<file path="config.mk">
export PLATFORM = sky130hd
export DESIGN_NAME = bram_stream_reader
export DESIGN_NICKNAME = d
export VERILOG_FILES = /design/src/rtl/bram_stream_reader.sv
export SDC_FILE = /design/constraint.sdc
export NUM_CORES = 1
export LEC_CHECK = 0
export CAP_MARGIN = 20
export CORE_UTILIZATION = 55
export DETAILED_ROUTE_END_ITERATION = 8
export GPL_ROUTABILITY_DRIVEN = 0
export PLACE_DENSITY_LB_ADDON = 0.3
export SLEW_MARGIN = 20
export SYNTH_ARGS = -nofsm -noshare
export SYNTH_HDL_FRONTEND = slang
export SYNTH_SLANG_ARGS = --single-unit
export TNS_END_PERCENT = 1
</file>
<file path="constraint.sdc">
create_clock -name clk_i -period 4.7 [get_ports clk_i]
set_clock_uncertainty 0.2 [all_clocks]
set_input_delay 0.94 -clock clk_i [delete_from_list [all_inputs] [get_ports clk_i]]
set_output_delay 0.94 -clock clk_i [all_outputs]
set_load 0.01 [all_outputs]
</file>
<file path="src/rtl/bram_stream_reader.sv">
// Read-side initiator for a single-port BRAM with 1-cycle registered read.
// Streams len_i words from base_addr_i onward over valid/ready with full backpressure.
module bram_stream_reader #(
  parameter int RAM_WIDTH     = 8,
  parameter int RAM_ADDR_BITS = 10
) (
  input  logic                     clk_i,
  input  logic                     rst_ni,
  input  logic                     start_i,
  input  logic [RAM_ADDR_BITS-1:0] base_addr_i,
  input  logic [RAM_ADDR_BITS:0]   len_i,
  output logic                     busy_o,
  output logic                     done_o,
  output logic                     mem_en_o,
  output logic                     mem_we_o,
  output logic [RAM_ADDR_BITS-1:0] mem_addr_o,
  input  logic [RAM_WIDTH-1:0]     mem_data_i,
  output logic [RAM_WIDTH-1:0]     m_data_o,
  output logic                     m_valid_o,
  input  logic                     m_ready_i,
  output logic                     m_last_o
);

  localparam logic [1:0] S_IDLE  = 2'd0;
  localparam logic [1:0] S_READ  = 2'd1;
  localparam logic [1:0] S_DRAIN = 2'd2;

  logic [1:0]               state_q;
  logic [RAM_ADDR_BITS-1:0] base_q;
  logic [RAM_ADDR_BITS:0]   len_q;
  logic [RAM_ADDR_BITS:0]   issued_q;
  logic [RAM_ADDR_BITS:0]   beats_q;
  logic [RAM_WIDTH-1:0]     fifo_q [2];
  logic                     wr_ptr_q;
  logic                     rd_ptr_q;
  logic [1:0]               occ_q;
  logic                     inflight_q;
  logic                     done_q;

  logic       pop;
  logic       push;
  logic       issue;
  logic       last_beat;
  logic [2:0] pending;

  assign pop  = m_valid_o & m_ready_i;
  // Read data returns exactly one cycle after issue, so the in-flight flag is the push strobe.
  assign push = inflight_q;

  // Slots already spoken for once this cycle's pop leaves; a new read needs one free slot.
  assign pending = {1'b0, occ_q} + {2'b00, inflight_q} - {2'b00, pop};
  assign issue   = (state_q == S_READ) && (pending < 3'd2);

  assign mem_en_o   = issue;
  assign mem_we_o   = 1'b0;
  assign mem_addr_o = base_q + issued_q[RAM_ADDR_BITS-1:0];

  assign m_valid_o = (occ_q != 2'd0);
  assign m_data_o  = fifo_q[rd_ptr_q];
  assign m_last_o  = m_valid_o && (beats_q == len_q - 1'b1);
  assign last_beat = pop && m_last_o;

  assign busy_o = (state_q != S_IDLE);
  assign done_o = done_q;

  // NOTE: all state uses non-blocking assignments so every register sees pre-edge values.
  always_ff @(posedge clk_i) begin
    if (!rst_ni) begin
      state_q    <= S_IDLE;
      base_q     <= '0;
      len_q      <= '0;
      issued_q   <= '0;
      beats_q    <= '0;
      // NOTE: the two-entry buffer is reset because m_data_o must read 0 out of reset.
      fifo_q[0]  <= '0;
      fifo_q[1]  <= '0;
      wr_ptr_q   <= 1'b0;
      rd_ptr_q   <= 1'b0;
      occ_q      <= 2'd0;
      inflight_q <= 1'b0;
      done_q     <= 1'b0;
    end else begin
      done_q     <= 1'b0;
      inflight_q <= issue;

      case (state_q)
        S_IDLE: begin
          if (start_i) begin
            if (len_i != '0) begin
              base_q   <= base_addr_i;
              len_q    <= len_i;
              issued_q <= '0;
              beats_q  <= '0;
              state_q  <= S_READ;
            end else begin
              done_q <= 1'b1;
            end
          end
        end
        S_READ: begin
          if (issue) begin
            issued_q <= issued_q + 1'b1;
            if (issued_q + 1'b1 == len_q) state_q <= S_DRAIN;
          end
        end
        default: ;
      endcase

      if (last_beat) begin
        state_q <= S_IDLE;
        done_q  <= 1'b1;
      end

      if (push) begin
        fifo_q[wr_ptr_q] <= mem_data_i;
        wr_ptr_q         <= ~wr_ptr_q;
      end
      if (pop) begin
        rd_ptr_q <= ~rd_ptr_q;
        beats_q  <= beats_q + 1'b1;
      end
      occ_q <= occ_q + {1'b0, push} - {1'b0, pop};
    end
  end

endmodule

</file>
==> out/summary.md <==
The run finished with clean final reports. For the core region area, the log shows 7253 sq um. After synthesis the netlist holds a flip-flop and latch count of 68. Setup repair after global routing left no endpoint under its margin. In this run, synthesis inferred 16 flip-flops with an integrated enable. The logs give 3,602 for the vias after detailed routing and 31 for the placement row count. The number of setup violations in the final report came out at 0. Before CTS, the worst setup slack after placement is 0.1075 ns. When the netlist entered floorplanning its net count stood at 541.

For the sum of met2 wire segment lengths after detailed routing, the log shows 4.274 mm. The number of inserted diodes was 0. Once the clock tree was built, the resizer swapped 0 gates to a different size. At the pin with the least slew margin, the transition time is 0.7757 ns.

Power density normalized to cell area: 364.8 nW/um^2. The vertical die dimension was 88.61 um; the insertion delay of the later-clocked pin in the worst-skew pair was 0.35 ns. After detailed routing, the number of vias per cell comes to 5.646.

In this run, placement finished with an instance count of 622. Largest net degree at the start of global routing: 56. Of all nets on the critical path, the largest fanout is 2.

In this run the remaining antenna-violating nets after routing total 0. After routing, the total negative slack on setup checks comes to 0 ns. The min-delay analysis places its worst path in the category register to register. TritonCTS built the clock tree. Share of async-settable or async-resettable flops after synthesis: 0.

The final critical path time including I/O delays and setup was 4.579 ns. Detailed placement ended at an HPWL of 6.345 mm. After routing the design area is 4928 sq um. The logs give 0 for the hold buffer count at cts and 170 for the violation count after the first detailed-routing iteration. The topmost layer with routed signal wires was met4. For this design the top-level I/O count stands at 57.

The share of post-route cells with drive strength above 1 came out at 0.06865. No sink is reached through more buffers than the 2 on the longest clock path. Summed over all cells, the static leakage comes to 1.920 nW.

The endpoint arrival time on the critical path is 3.44 ns, and the required time of the critical path is 3.56 ns. The most frequently used cell type in the post-synthesis netlist is nand2_1. For the full die area, the log shows 7851 sq um.

After detailed routing, the average wire length per cell comes to 13.92 um. In this run the tool buffered the top-level ports with 55 buffer cells. The area overhead of the layout relative to synthesis is 19.47%.

The final cycle utilization of the critical path came out at 0.9742. Clock-pin slew was measured on the worst setup and hold paths at 0.08 ns. Across the VDD grid, the largest voltage drop is 0.1770 mV. Global routing finished with a remaining overflow of 0. CTS saw 68 sinks. For the netlist area before placement, the log shows 4125 sq um. Number of buffers created by CTS: 9. The tools report the non-filler instance count after layout as 638. STA classifies the critical path endpoint as an output pin. The first-pass GRT wire length is 15.08 mm, and the met1 wire length is 3.898 mm.

The logs give 0 for the warning count from the yosys run and 1.798 mW for the total design power. Initial standard-cell utilization of the core: 0.5687. The critical path is of the input port to output pin type. The floorplan step set the die width to 88.61 um.

Total detailed-routing wirelength: 8.880 mm. The DRC violation count after routing came out at 0. For the via count of the first global-routing pass, the log shows 3,385. Before antenna repair, the detailed router went through 4 iterations.

The number of pins with negative max-slew slack in the final report was 0; the number of nets in the layout was 583. Across the run, the number of max-cap violations was 0. The H-tree was split into 3 levels. The number of setup buffers added after CTS is 0, and the relative slew slack is 0.4829.

Derived from the worst setup path, the maximum achievable clock frequency is 218.4 MHz. For this run, the leading register cell type out of synthesis is dfxtp_1. Averaged over all synthesized cells, the footprint is 8.385 sq um.

The slack of the critical path came out at 0.1215 ns. The share of the synthesized area in the top cell type works out to 0.2524. The run gives 0.6795 as the final standard cell utilization of the core. The logs give 0.2495 for the global-route total usage across every layer and 0 for the initial antenna violation count. Hold timing on the final database bottoms out at a slack of 0.2726 ns. Share of the yosys chip area belonging to registers: 0.3688. Counting instances in the post-synthesis netlist gives the leading cell types as nand2_1 (69), dfxtp_1 (52), o21ai_0 (32). Routed length on met3: 562 um. The cell type with the largest total area after synthesis is dfxtp_1. The hold violation count in the final report is 0. The worst setup path is launched from an input port. After detailed placement, the total cell area comes to 4723 sq um.

For the instance count of the mapped netlist, the log shows 492. The tools report the root buffer selected by CTS as clkbuf_8. The synthesized netlist contains 54 unique library cells. In the post-synthesis netlist, the biggest area contributors are dfxtp_1 (25%), edfxtp_1 (12%), nand2_1 (6.3%), xnor2_1 (5.3%), a21boi_0 (4.4%).
flip-flops by register name, indices dropped and copies added (netlist names), named ones only:
| name | cells |
|---|---|
| beats_q | 11 |
| issued_q | 11 |
| done_o | 1 |
| len_q | 11 |
| occ_q | 2 |
| state_q | 2 |
| inflight_q | 1 |
| base_q | 10 |
| wr_ptr_q | 1 |
| fifo_q | 16 |
| rd_ptr_q | 1 |
cells in the final DEF (no fill, tap or decap), types with 5 or more instances in the layout:
cell type        netlist  layout
nand3_1               17      17
nand2_1               69      69
nor2b_1               13      13
o21ai_0               32      31
clkbuf_8               0       9
nor4_1                 5       5
inv_1                 22      22
nand2b_1               6       6
dfxtp_1               52      52
ha_1                  14      14
buf_4                  1       6
nand4_1                5       5
xor2_1                12      12
a21boi_0              24      24
mux2_2                 8       8
a31oi_1                8       8
and2_1                26      26
clkdlybuf4s50_1        0      55
and3_1                 6       6
edfxtp_1              16      16
a21oi_1               18      18
nor2_1                22      22
xnor2_1               25      25
nor3_1                13      13
cell families after synthesis:
logic type / Yosys count / share of synthesized area
compound gates: 107 / 0.1699
xor+xnor: 37 / 0.07856
fa+ha+maj: 16 / 0.05217
buf+inv: 53 / 0.05035
flops: 68 / 0.3688
mux: 11 / 0.02912
other cells: 1 / 0.0009090
simple gates: 199 / 0.2502
final cells by class:
class	count	area (sq um)
Clock buffer	9	123.9
Clock inverter	7	81.33
Fill cell	632	2325
Inverter	23	86.33
Multi-Input combinational cell	371	2396
Sequential cell	68	1521
Tap cell	99	123.9
Timing Repair Buffer	61	595.6
power by group:
part	leakage, nW	switching (mW)	internal [mW]
combinational	1.23	0.290	0.290
sequential	0.589	0.0621	0.656
clock	0.101	0.247	0.253
path summary, 6_finish.rpt:
check	startpoint	end	slack, ns	cells past startpoint
setup / recovery	m_ready_i	mem_en_o	0.12	11
hold / removal	base_q[8]$_SDFFE_PN0P_	base_q[8]$_SDFFE_PN0P_	0.27	2
setup reg to reg	occ_q[1]$_SDFF_PN0_	state_q[0]$_SDFFE_PP0P_	1.04	15
hold reg to reg	base_q[8]$_SDFFE_PN0P_	base_q[8]$_SDFFE_PN0P_	0.27	2
worst max-delay path: stages:
cell             delay [ns]
clkdlybuf4s50_1        0.40
nand2_1                0.07
inv_1                  0.06
ha_1                   0.26
inv_1                  0.04
ha_1                   0.18
fa_1                   0.37
xnor2_1                0.13
or3_4                  0.37
clkinv_1               0.06
clkdlybuf4s50_1        0.55
metal layers:
metal,vias up,global-route usage
li1,1783,-
met1,1692,0.3205
met2,112,0.4140
met3,15,0.05037
met4,0,0.09531
met5,-,0
No activity file was read; power rests on OpenSTA's default activity.
